--- src/rtl/wb_pkg.sv ---
// Shared definitions for the writeback stage: result-source encodings, load funct3 codes, FSM states.
// Latency: n/a (definitions only).
// Backpressure: n/a.
package wb_pkg;

    // Result-source select values carried on mtr; 5..7 are reserved and write zero.
    localparam int WB_SRC_ALU = 0;
    localparam int WB_SRC_MEM = 1;
    localparam int WB_SRC_PC4 = 2;
    localparam int WB_SRC_IMM = 3;
    localparam int WB_SRC_CSR = 4;

    // Load-type encodings (RISC-V funct3 for loads).
    localparam logic [2:0] LD_LB  = 3'b000;
    localparam logic [2:0] LD_LH  = 3'b001;
    localparam logic [2:0] LD_LW  = 3'b010;
    localparam logic [2:0] LD_LBU = 3'b100;
    localparam logic [2:0] LD_LHU = 3'b101;

    typedef enum logic {
        ST_IDLE     = 1'b0,
        ST_WAIT_MEM = 1'b1
    } wb_state_t;

endpackage

--- src/rtl/wb_load_ext.sv ---
// Load alignment and sign/zero extension of a raw data-memory word.
// Latency: combinational.
// Backpressure: none.
// Ports: rdata (raw word), funct3 (load type), addr_lo (byte offset) -> ext_data (XLEN result).
module wb_load_ext
    import wb_pkg::*;
#(
    parameter int XLEN = 32
) (
    input  logic [XLEN-1:0] rdata,
    input  logic [2:0]      funct3,
    input  logic [1:0]      addr_lo,
    output logic [XLEN-1:0] ext_data
);

    logic [XLEN-1:0] byte_shift;
    logic [XLEN-1:0] half_shift;
    logic [7:0]      byte_v;
    logic [15:0]     half_v;

    // Bytes are picked by the full offset; halves only by offset bit 1,
    // so a misaligned halfword reads the enclosing aligned half.
    assign byte_shift = rdata >> {addr_lo, 3'b000};
    assign half_shift = rdata >> {addr_lo[1], 4'b0000};
    assign byte_v     = byte_shift[7:0];
    assign half_v     = half_shift[15:0];

    always_comb begin
        case (funct3)
            LD_LB:   ext_data = XLEN'($signed(byte_v));
            LD_LH:   ext_data = XLEN'($signed(half_v));
            LD_LBU:  ext_data = XLEN'(byte_v);
            LD_LHU:  ext_data = XLEN'(half_v);
            // LW and every undefined encoding: low word, sign-extended on RV64.
            default: ext_data = XLEN'($signed(rdata[31:0]));
        endcase
    end

endmodule

--- src/rtl/wb_stage.sv ---
// Registered writeback stage: selects the result source, extends load data, writes the register file.
// Latency: 1 cycle from accept (or from dmem_rvalid for a waited load) to the rf_we pulse.
// Backpressure: in_ready drops while a load waits for its memory response (WAIT_MEM).
// Ports: in_valid/in_ready handshake; mtr, alu_result, pc4, imm_in, csr_rdata, rd, reg_we,
//        ld_funct3, addr_lo from memory stage; dmem_rvalid/dmem_rdata from data memory;
//        rf_we/rf_rd/rf_wdata to register file; busy; instret when WB_INSTRET_EN is defined.
module wb_stage
    import wb_pkg::*;
#(
    parameter int XLEN  = 32,
    parameter int SEL_W = 3
) (
    input  logic             clk,
    input  logic             rst,
    input  logic             in_valid,
    output logic             in_ready,
    input  logic [SEL_W-1:0] mtr,
    input  logic [XLEN-1:0]  alu_result,
    input  logic [XLEN-1:0]  pc4,
    input  logic [XLEN-1:0]  imm_in,
    input  logic [XLEN-1:0]  csr_rdata,
    input  logic [4:0]       rd,
    input  logic             reg_we,
    input  logic [2:0]       ld_funct3,
    input  logic [1:0]       addr_lo,
    input  logic             dmem_rvalid,
    input  logic [XLEN-1:0]  dmem_rdata,
    output logic             rf_we,
    output logic [4:0]       rf_rd,
    output logic [XLEN-1:0]  rf_wdata,
    output logic             busy
`ifdef WB_INSTRET_EN
    ,
    output logic [63:0]      instret
`endif
);

    wb_state_t       state_q, state_d;
    logic [4:0]      lat_rd;
    logic            lat_we;
    logic [2:0]      lat_funct3;
    logic [1:0]      lat_addr_lo;

    logic            is_mem;
    logic            accept;
    logic            start_wait;
    logic            retire_direct;
    logic            retire_load;
    logic            retire;
    logic [2:0]      ext_funct3;
    logic [1:0]      ext_addr_lo;
    logic [XLEN-1:0] ext_data;
    logic [XLEN-1:0] src_data;
    logic            wr_we;
    logic [4:0]      wr_rd;

    assign in_ready      = (state_q == ST_IDLE);
    assign busy          = (state_q == ST_WAIT_MEM);
    assign is_mem        = (mtr == SEL_W'(WB_SRC_MEM));
    assign accept        = in_valid && in_ready;
    assign start_wait    = accept && is_mem && !dmem_rvalid;
    assign retire_direct = accept && (!is_mem || dmem_rvalid);
    // A response seen in IDLE without a MEM instruction never reaches here.
    assign retire_load   = busy && dmem_rvalid;
    assign retire        = retire_direct || retire_load;

    // While waiting, the live inputs belong to nobody; use the latched load fields.
    assign ext_funct3  = busy ? lat_funct3  : ld_funct3;
    assign ext_addr_lo = busy ? lat_addr_lo : addr_lo;
    assign wr_we       = busy ? lat_we      : reg_we;
    assign wr_rd       = busy ? lat_rd      : rd;

    wb_load_ext #(.XLEN(XLEN)) u_load_ext (
        .rdata    (dmem_rdata),
        .funct3   (ext_funct3),
        .addr_lo  (ext_addr_lo),
        .ext_data (ext_data)
    );

    always_comb begin
        src_data = '0;
        case (mtr)
            SEL_W'(WB_SRC_ALU): src_data = alu_result;
            SEL_W'(WB_SRC_MEM): src_data = ext_data;
            SEL_W'(WB_SRC_PC4): src_data = pc4;
            SEL_W'(WB_SRC_IMM): src_data = imm_in;
            SEL_W'(WB_SRC_CSR): src_data = csr_rdata;
            default:            src_data = '0;
        endcase
    end

    always_comb begin
        state_d = state_q;
        case (state_q)
            ST_IDLE:     if (start_wait) state_d = ST_WAIT_MEM;
            ST_WAIT_MEM: if (dmem_rvalid) state_d = ST_IDLE;
            default:     state_d = ST_IDLE;
        endcase
    end

    always_ff @(posedge clk or posedge rst) begin
        if (rst) begin
            state_q <= ST_IDLE;
        end else begin
            state_q <= state_d;
        end
    end

    always_ff @(posedge clk or posedge rst) begin
        if (rst) begin
            lat_rd      <= '0;
            lat_we      <= 1'b0;
            lat_funct3  <= '0;
            lat_addr_lo <= '0;
        end else if (start_wait) begin
            lat_rd      <= rd;
            lat_we      <= reg_we;
            lat_funct3  <= ld_funct3;
            lat_addr_lo <= addr_lo;
        end
    end

    // rf_we is a single-cycle pulse; address and data hold until the next retire.
    always_ff @(posedge clk or posedge rst) begin
        if (rst) begin
            rf_we    <= 1'b0;
            rf_rd    <= '0;
            rf_wdata <= '0;
        end else begin
            rf_we <= retire && wr_we && (wr_rd != 5'd0);
            if (retire) begin
                rf_rd    <= wr_rd;
                rf_wdata <= busy ? ext_data : src_data;
            end
        end
    end

`ifdef WB_INSTRET_EN
    logic [63:0] instret_q;

    // Counts retirements regardless of whether the register file is written.
    always_ff @(posedge clk or posedge rst) begin
        if (rst) begin
            instret_q <= '0;
        end else if (retire) begin
            instret_q <= instret_q + 64'd1;
        end
    end

    assign instret = instret_q;
`endif

endmodule

--- config.mk ---
export PLATFORM = sky130hd
export DESIGN_NAME = wb_stage
export DESIGN_NICKNAME = d
export VERILOG_FILES = /design/src/rtl/wb_pkg.sv /design/src/rtl/wb_load_ext.sv /design/src/rtl/wb_stage.sv
export SDC_FILE = /design/constraint.sdc
export NUM_CORES = 1
export LEC_CHECK = 0
export BUFFER_PORTS_ARGS = -buffer_cell sky130_fd_sc_hd__buf_2
export CORE_MARGIN = 5
export CORE_UTILIZATION = 48
export DETAILED_ROUTE_END_ITERATION = 8
export PLACE_DENSITY = 0.87
export SYNTH_ARGS = -nofsm -noshare
export SYNTH_HDL_FRONTEND = slang
export SYNTH_SLANG_ARGS = --single-unit
--- constraint.sdc ---
create_clock -name clk -period 4.22 [get_ports clk]
set_clock_uncertainty 0.05 [all_clocks]
set_input_delay 0.844 -clock clk [delete_from_list [all_inputs] [get_ports clk]]
set_output_delay 0.844 -clock clk [all_outputs]
set_load 0.02 [all_outputs]
==> results of run 1 <==
## through the flow
step           area [sq um]  total power, mW  setup slack, ns  hold WS (ns)
2_1_floorplan          3720            0.900             1.99         0.424
3_3_place_gp           4780             1.11            0.995         0.408
3_5_place_dp           4780             1.12            0.954         0.415
4_1_cts                4880             1.42             1.29         0.439
5_1_grt                4880             1.49             1.04         0.468
6_report               4880             1.42             1.17         0.439
## worst min-delay path, stage by stage, from the launching register on
cell	delay, ns
dfrtp_1	0.35
nand2_1	0.05
o21ai_0	0.06
## cell usage in the layout, fill, tap and decap left out, types with 2 or more instances in the layout
cell type,synthesis,routed
a22oi_2,4,4
o2bb2ai_1,7,7
inv_1,5,4
o21ai_1,16,15
o211ai_1,2,2
nand2_1,14,14
a2bb2oi_1,7,7
a221o_1,4,4
nor3b_1,2,2
o21ai_0,39,39
clkinv_4,0,2
o22ai_1,18,18
nor2_1,12,12
buf_2,16,217
mux2_2,16,16
a22oi_1,78,78
mux2i_4,2,2
nor3_1,3,3
or4_1,2,2
nand3_1,4,4
o221a_2,4,4
dfrtp_1,50,50
mux2i_1,30,30
buf_4,2,7
a21oi_1,19,19
clkbuf_8,0,5
o221ai_1,4,4
nor2b_1,4,3
## final cells by class
| class | count | share of cell area |
|---|---|---|
| flip-flops and latches | 50 | 0.257 |
| clock buffers | 5 | 0.0141 |
| inverters | 5 | 0.00385 |
| well taps | 102 | 0.0262 |
| clock inverters | 3 | 0.00590 |
| multi-input cells | 305 | 0.460 |
| repair buffers | 224 | 0.234 |
## logic make-up (layout without fill, tap and decap cells)
kind of cell           after synthesis  in the layout  synth area share
AOI/OAI and AO/OA                  206            206             0.385
muxes                               50             50             0.149
DFF                                 50             50             0.337
and+or+nand+nor                     49             49            0.0677
buffers and inverters               45            237            0.0619
## state kept, by name, indices dropped and copies added (netlist names)
name	cells
lat_we	1
rf_rd	5
lat_addr_lo	2
rf_we	1
rf_wdata	32
lat_rd	5
lat_funct3	3
busy	1
## layer usage
metal  global-route usage  vias to the layer above  wire, um
li1                     -                     1974         -
met1                0.441                     2129      6410
met2                0.516                      298      7730
met3               0.0579                       31      1500
met4                0.105                        0       463
met5                    0                        -         0
## power by group through the flow
stage          Combinational (mW)  Clock (mW)  Sequential, mW
6_report                    0.523       0.304           0.597
5_1_grt                     0.559       0.327           0.604
4_1_cts                     0.517       0.304           0.595
3_5_place_dp                0.514           0           0.605
3_3_place_gp                0.506           0           0.601
2_1_floorplan               0.256           0           0.644
## worst paths after layout
path / to
max in group asynchronous: rf_wdata[27]
min: rf_rd[0]
max reg2reg: rf_wdata[15]
min reg2reg: rf_rd[0]
max: rf_wdata[12]
min in group asynchronous: rf_rd[4]
==> impl_results.rst, run 1 <==
.. list-table::
   :header-rows: 1

   * - Metric
     - Value
   * - Tightest slew margin relative to the limit
     - 0.124
   * - Multi-input gate area in the final layout
     - 2240 sq um
   * - Total buffers and inverters traversed by the critical path
     - 1
   * - Height of the chip
     - 98 um
   * - Total congestion overflow
     - 0
   * - CTS tree
     - built
   * - Leakage power summed over all cells
     - 2.33 nW
   * - Antenna diode count
     - 0
   * - Fraction of the yosys area taken by sequential cells
     - 0.337
   * - Wire length of the first global-routing pass
     - 24500 um
   * - Clk sinks
     - 50
   * - Total via count after detailed routing
     - 4432
   * - Layout overhead on the synthesized area
     - 31.2%
   * - Area enclosed by the die boundary
     - 9600 sq um
   * - Clock latency on the worst-skew pair
     - 0.30 ns
   * - Required time worst endpoint
     - 4.40 ns
   * - Post-cts sizing count
     - 0
   * - Warnings from Yosys
     - 0
   * - Cell with the most instances after synthesis
     - a22oi_1
   * - Areal power density over the cells
     - 292 nW/um^2
   * - Count of flip-flops with a built-in enable after synthesis
     - 0
   * - Cell with the largest stage delay on the worst path
     - nor2b_2
   * - Part of the power in the clock network
     - 0.213
   * - Peak supply drop
     - 217 uV
   * - Power dissipated by switching net loads
     - 0.538 mW
   * - Total length of routed wires
     - 16100 um
   * - Crit path depth
     - 6
   * - Post-placement cell count
     - 686
   * - Async S/R FF share, synth
     - 1.00
   * - Result of the run
     - completed
   * - Start point of the critical path
     - mtr[2]
   * - CP Max Fanout
     - 42
   * - Final-report max-slew violation count
     - 0
   * - Initial antenna violation count
     - 0
   * - Post-route ant nets
     - 0
   * - Maximum clock frequency
     - 328 MHz
   * - Routed WL per cell
     - 23.2 um
   * - Dominant register cell in the synthesized netlist
     - dfrtp_1
   * - First DRT Iteration DRCs
     - 379
   * - Cell type contributing the most total cell area after synthesis
     - dfrtp_1
   * - Hold Buf Count CTS
     - 0
   * - Kind of critical path
     - in2reg
   * - Final critical delay including setup and external delays
     - 3.05 ns
   * - HPWL after DPL
     - 12800 um
   * - Share of the synthesized area in the top cell type
     - 0.337
   * - Flip-flop and latch count after synthesis
     - 50
   * - Fraction of power consumed by combinational cells
     - 0.367
   * - Number of clock buffers inserted by TritonCTS
     - 5
   * - Worst-Margin Slew
     - 1.31 ns
   * - Reg2reg path depth
     - 6
   * - Drt first pass iters
     - 5
   * - Beginning of the worst hold path
     - rf_rd[0]
   * - Vias in the first global route
     - 4296
   * - Final weighted congestion in routability-driven placement
     - 1.01
   * - Crit path max-delay family
     - simple AND/OR/NAND/NOR gates
   * - Class of the tightest hold or removal check
     - reg2reg
   * - Count of endpoints failing setup in the final report
     - 0
   * - FF/Latch Area
     - 1250 sq um
   * - Crit path launch type
     - input pin
   * - Max-capacitance violation count
     - 0
   * - Global routing usage summed across all routing layers
     - 0.322
   * - List of cells traversed by the critical path
     - buf_2 -> nor2b_2 -> a2bb2oi_1 -> o2bb2ai_1 -> a22oi_1 -> o21ai_0
   * - Post-synthesis cell count
     - 400
   * - Pint
     - 0.885 mW
   * - Starting utilization of the core area
     - 0.486
   * - Final core area utilization
     - 0.638
   * - Top cell types by occurrence after synthesis
     - 78 x a22oi_1, 50 x dfrtp_1, 39 x o21ai_0, 30 x mux2i_1, 19 x a21oi_1
   * - Core box area
     - 7650 sq um
   * - Net count after synthesis
     - 578
   * - Minimum setup slack among reg-to-reg paths
     - 1.35 ns
   * - Clock slew at reported path FFs
     - 0.11 ns
   * - Worst setup EP type
     - register
   * - Filler-free cell count of the finished design
     - 694
   * - Seq pwr share
     - 0.419
   * - Die X
     - 98 um
   * - Final hold violation count
     - 0
   * - Clock tree root buffer cell
     - clkbuf_8
   * - I/O Pins
     - 218
   * - Depth of the worst hold-timing path
     - 2
   * - Largest incremental delay on the critical path
     - 1.02 ns
   * - Largest cells by area after synthesis
     - dfrtp_1 34%, a22oi_1 16%, mux2i_1 8.1%
   * - Largest net degree at the start of global routing
     - 51
   * - Mean instance size in the synthesized netlist
     - 9.29 sq um
   * - R2R Path Start
     - busy
   * - Via/cell ratio
     - 6.39
   * - Total negative setup slack
     - 0 ns
   * - Number of distinct library cells after synthesis
     - 43
   * - Netlist Area Pre-Place
     - 3720 sq um
   * - Fraction of layout instances using a drive strength above 1
     - 0.451
   * - Final net count
     - 769
   * - Drc violations
     - 0
   * - Buffers added on ports
     - 217
   * - H-tree depth reported by CTS
     - 2
   * - Fin crit share
     - 0.723
   * - Fraction of power spent switching nets
     - 0.378
   * - Num rows
     - 32
   * - Data arrival time of the worst path
     - 3.23 ns
   * - Buffer count from post-CTS setup fixing
     - 0
   * - Fillcell total
     - 662
   * - CTS max path bufs
     - 2
   * - Unrepaired setup endpoints after global routing
     - no
(Power assumes the default switching activity.)
==> run 2: changes to the inputs <==
--- a/config.mk
+++ b/config.mk
@@ -7,9 +7,9 @@
 export LEC_CHECK = 0
 export BUFFER_PORTS_ARGS = -buffer_cell sky130_fd_sc_hd__buf_2
 export CORE_MARGIN = 5
-export CORE_UTILIZATION = 48
+export CORE_UTILIZATION = 45
 export DETAILED_ROUTE_END_ITERATION = 8
-export PLACE_DENSITY = 0.87
+export PLACE_DENSITY = 0.82
 export SYNTH_ARGS = -nofsm -noshare
 export SYNTH_HDL_FRONTEND = slang
 export SYNTH_SLANG_ARGS = --single-unit
==> constraint.sdc (replaced) <==
create_clock -name clk -period 3.2 [get_ports clk]
set_clock_uncertainty 0.05 [all_clocks]
set_input_delay 0.64 -clock clk [delete_from_list [all_inputs] [get_ports clk]]
set_output_delay 0.64 -clock clk [all_outputs]
set_load 0.02 [all_outputs]
==> run 2 against run 1 <==
Compared with the run above:
- register-to-register slack lost 0.74 ns
- setup slack lost 0.56 ns
- via count fell by 1.4%
- global-route usage decreased by 3.1 points
- flip-flop and latch count stayed put
- count of clock-buffer cells in the layout unchanged
- clock power rose by 47%
- utilization down 3.1 points
- final area increased by 1.2%
- critical path type is now reg2reg
- largest power group unchanged
==> impl_results.rst, run 2 (synthesis results as in run 1) <==
.. list-table::
   :header-rows: 1

   * - Metric
     - Value
   * - Drc violations
     - 0 (unchanged)
   * - Final core area utilization
     - 0.607 (was 0.638)
   * - Commonest cells after routing, fill and taps aside
     - 217 x buf_2, 78 x a22oi_1, 50 x dfrtp_1 (unchanged)
   * - Num rows
     - 33 (was 32)
   * - Total via count after detailed routing
     - 4369 (was 4432)
   * - Tightest slew margin relative to the limit
     - 0.192 (was 0.124)
   * - Post-cts sizing count
     - 0 (unchanged)
   * - Fraction of power consumed by combinational cells
     - 0.358 (was 0.367)
   * - HPWL after DPL
     - 12400 um (was 12800 um)
   * - Required time worst endpoint
     - 3.33 ns (was 4.40 ns)
   * - Top register by number of flip-flops
     - rf_wdata (unchanged)
   * - Critical Path Sink
     - rf_wdata[15] (was rf_wdata[12])
   * - Seq pwr share
     - 0.409 (was 0.419)
   * - Data arrival time of the worst path
     - 2.72 ns (was 3.23 ns)
   * - Peak supply drop
     - 233 uV (was 217 uV)
   * - Hold Buf Count CTS
     - 0 (unchanged)
   * - Reg2reg path depth
     - 6 (unchanged)
   * - Pint
     - 1.24 mW (was 0.885 mW)
   * - Via/cell ratio
     - 6.21 (was 6.39)
   * - Final-report max-slew violation count
     - 0 (unchanged)
   * - CTS max path bufs
     - 2 (unchanged)
   * - List of cells traversed by the critical path
     - mux2i_1 -> buf_4 -> mux2i_1 -> mux2i_4 -> a221oi_1 -> o21ai_0 (was buf_2 -> nor2b_2 -> a2bb2oi_1 -> o2bb2ai_1 -> a22oi_1 -> o21ai_0)
   * - Total congestion overflow
     - 0 (unchanged)
   * - Fin crit share
     - 0.809
   * - Area enclosed by the die boundary
     - 10200 sq um (was 9600 sq um)
   * - Final weighted congestion in routability-driven placement
     - 0.944 (was 1.01)
   * - Fraction of layout instances using a drive strength above 1
     - 0.456 (was 0.451)
   * - Minimum setup slack among reg-to-reg paths
     - 0.61 ns (was 1.35 ns)
   * - First DRT Iteration DRCs
     - 468 (was 379)
   * - Clock slew at reported path FFs
     - 0.10 ns (was 0.11 ns)
   * - Kind of critical path
     - reg2reg (was in2reg)
   * - Wire length of the first global-routing pass
     - 23000 um (was 24500 um)
   * - Buffers added on ports
     - 217 (unchanged)
   * - Clk sinks
     - 50 (unchanged)
   * - Largest incremental delay on the critical path
     - 0.77 ns (was 1.02 ns)
   * - Global routing usage summed across all routing layers
     - 0.291 (was 0.322)
   * - Most used cell along the critical path
     - mux2i_1
   * - Layout overhead on the synthesized area
     - 32.8% (was 31.2%)
   * - Initial antenna violation count
     - 1 (was 0)
   * - Fraction of power spent switching nets
     - 0.354 (was 0.378)
   * - Worst setup EP type
     - register (unchanged)
   * - Core box area
     - 8130 sq um (was 7650 sq um)
   * - Crit path max-delay family
     - multiplexers (was simple AND/OR/NAND/NOR gates)
   * - Power dissipated by switching net loads
     - 0.679 mW (was 0.538 mW)
   * - CTS tree
     - built (unchanged)
   * - Total negative setup slack
     - 0 ns (unchanged)
   * - Maximum clock frequency
     - 386 MHz
   * - Die X
     - 101 um (was 98 um)
   * - Result of the run
     - completed (unchanged)
   * - Endpoint of the lowest-slack register-to-register path
     - rf_wdata[15] (unchanged)
   * - Clock tree root buffer cell
     - clkbuf_8 (unchanged)
   * - Max-capacitance violation count
     - 0 (unchanged)
   * - Max reg flops
     - 32 (unchanged)
   * - Routed WL per cell
     - 22.2 um (was 23.2 um)
   * - Height of the chip
     - 101 um (was 98 um)
   * - Largest registers in the final layout
     - rf_wdata (32), lat_rd (5), rf_rd (5) (unchanged)
   * - Fillcell total
     - 734 (was 662)
   * - Final net count
     - 774 (was 769)
   * - Most frequent standard cell in the layout excluding fill and tap cells
     - buf_2 (unchanged)
   * - Leakage power summed over all cells
     - 2.36 nW (was 2.33 nW)
   * - Total length of routed wires
     - 15600 um (was 16100 um)
   * - Final critical delay including setup and external delays
     - 2.59 ns
   * - Unrepaired setup endpoints after global routing
     - no (unchanged)
   * - Crit path launch type
     - register (was input pin)
   * - Class of the tightest hold or removal check
     - reg2reg (unchanged)
   * - Final hold violation count
     - 0 (unchanged)
   * - I/O Pins
     - 218 (unchanged)
   * - Starting utilization of the core area
     - 0.457 (was 0.486)
   * - Count of endpoints failing setup in the final report
     - 0 (unchanged)
   * - H-tree depth reported by CTS
     - 2 (unchanged)
   * - Areal power density over the cells
     - 389 nW/um^2 (was 292 nW/um^2)
   * - Total buffers and inverters traversed by the critical path
     - 1 (unchanged)
   * - Cell with the largest stage delay on the worst path
     - dfrtp_1 (was nor2b_2)
   * - Drt first pass iters
     - 5 (unchanged)
   * - Start point of the critical path
     - busy (was mtr[2])
   * - Number of clock buffers inserted by TritonCTS
     - 5 (unchanged)
   * - Vias in the first global route
     - 4170 (was 4296)
   * - Clock latency on the worst-skew pair
     - 0.30 ns (about the same)
   * - Post-route ant nets
     - 0 (unchanged)
   * - Largest net degree at the start of global routing
     - 51 (unchanged)
   * - Crit path depth
     - 6 (unchanged)
   * - CP Max Fanout
     - 17 (was 42)
   * - Worst-Margin Slew
     - 1.21 ns (was 1.31 ns)
   * - Part of the power in the clock network
     - 0.233 (was 0.213)
   * - R2R Path Start
     - busy (unchanged)
   * - Buffer count from post-CTS setup fixing
     - 0 (unchanged)
==> run 2: worst register-to-register path, cell delays in order (launching register included) <==
cell and delay, ns:
dfrtp_1 0.77, mux2i_1 0.29, buf_4 0.26, mux2i_1 0.39, mux2i_4 0.27, a221oi_1 0.33
o21ai_0 0.12
==> run 2: worst min-delay path by stage <==
stage | startpoint | to | slack [ns] | cells past startpoint
after floorplan | lat_funct3[2] | lat_funct3[2] | 0.42 | 1
after global placement | rf_rd[3] | rf_rd[3] | 0.41 | 2
after detailed placement | rf_rd[1] | rf_rd[1] | 0.41 | 2
after CTS | rf_rd[1] | rf_rd[1] | 0.44 | 2
after global routing | lat_we | lat_we | 0.48 | 1
final | rf_rd[1] | rf_rd[1] | 0.43 | 2
==> run 2: cell type report <==
cell class                      count  area [sq um]  area share
Antenna cell                        1          2.50    0.000507
Sequential cell                    50          1250       0.253
Clock inverter                      3          45.0     0.00913
Timing Repair Buffer              229          1180       0.238
Clock buffer                        5          68.8      0.0139
Multi-Input combinational cell    305          2240       0.454
Tap cell                          105           131      0.0266
Inverter                            5          18.8     0.00380
==> run 2: per-stage QoR <==
stage / std cells / cell area, sq um / total power [mW] / setup slack, ns / hold slack, ns
3_5_place_dp: 694 / 4820 / 1.48 / 0.619 / 0.415
6_report: 703 / 4940 / 1.92 / 0.610 / 0.433
3_3_place_gp: 694 / 4820 / 1.46 / 0.618 / 0.409
5_1_grt: 703 / 4940 / 2.01 / 0.426 / 0.483
2_1_floorplan: 400 / 3720 / 1.19 / 1.18 / 0.424
4_1_cts: 702 / 4930 / 1.92 / 0.635 / 0.437
==> run 2: routing by layer <==
layer / vias up / global-route usage / share of wire
met5: - / 0 / 0
met4: 0 / 0.0746 / 0.022
met3: 32 / 0.0436 / 0.11
met2: 307 / 0.469 / 0.47
met1: 2053 / 0.409 / 0.39
li1: 1977 / - / -
==> run 2: power by group through the flow <==
stage	clock, mW	sequential, mW	combinational [mW]
6_report	0.446	0.786	0.687
5_1_grt	0.475	0.796	0.742
4_1_cts	0.450	0.784	0.682
3_5_place_dp	0	0.796	0.680
3_3_place_gp	0	0.790	0.668
2_1_floorplan	0	0.850	0.337
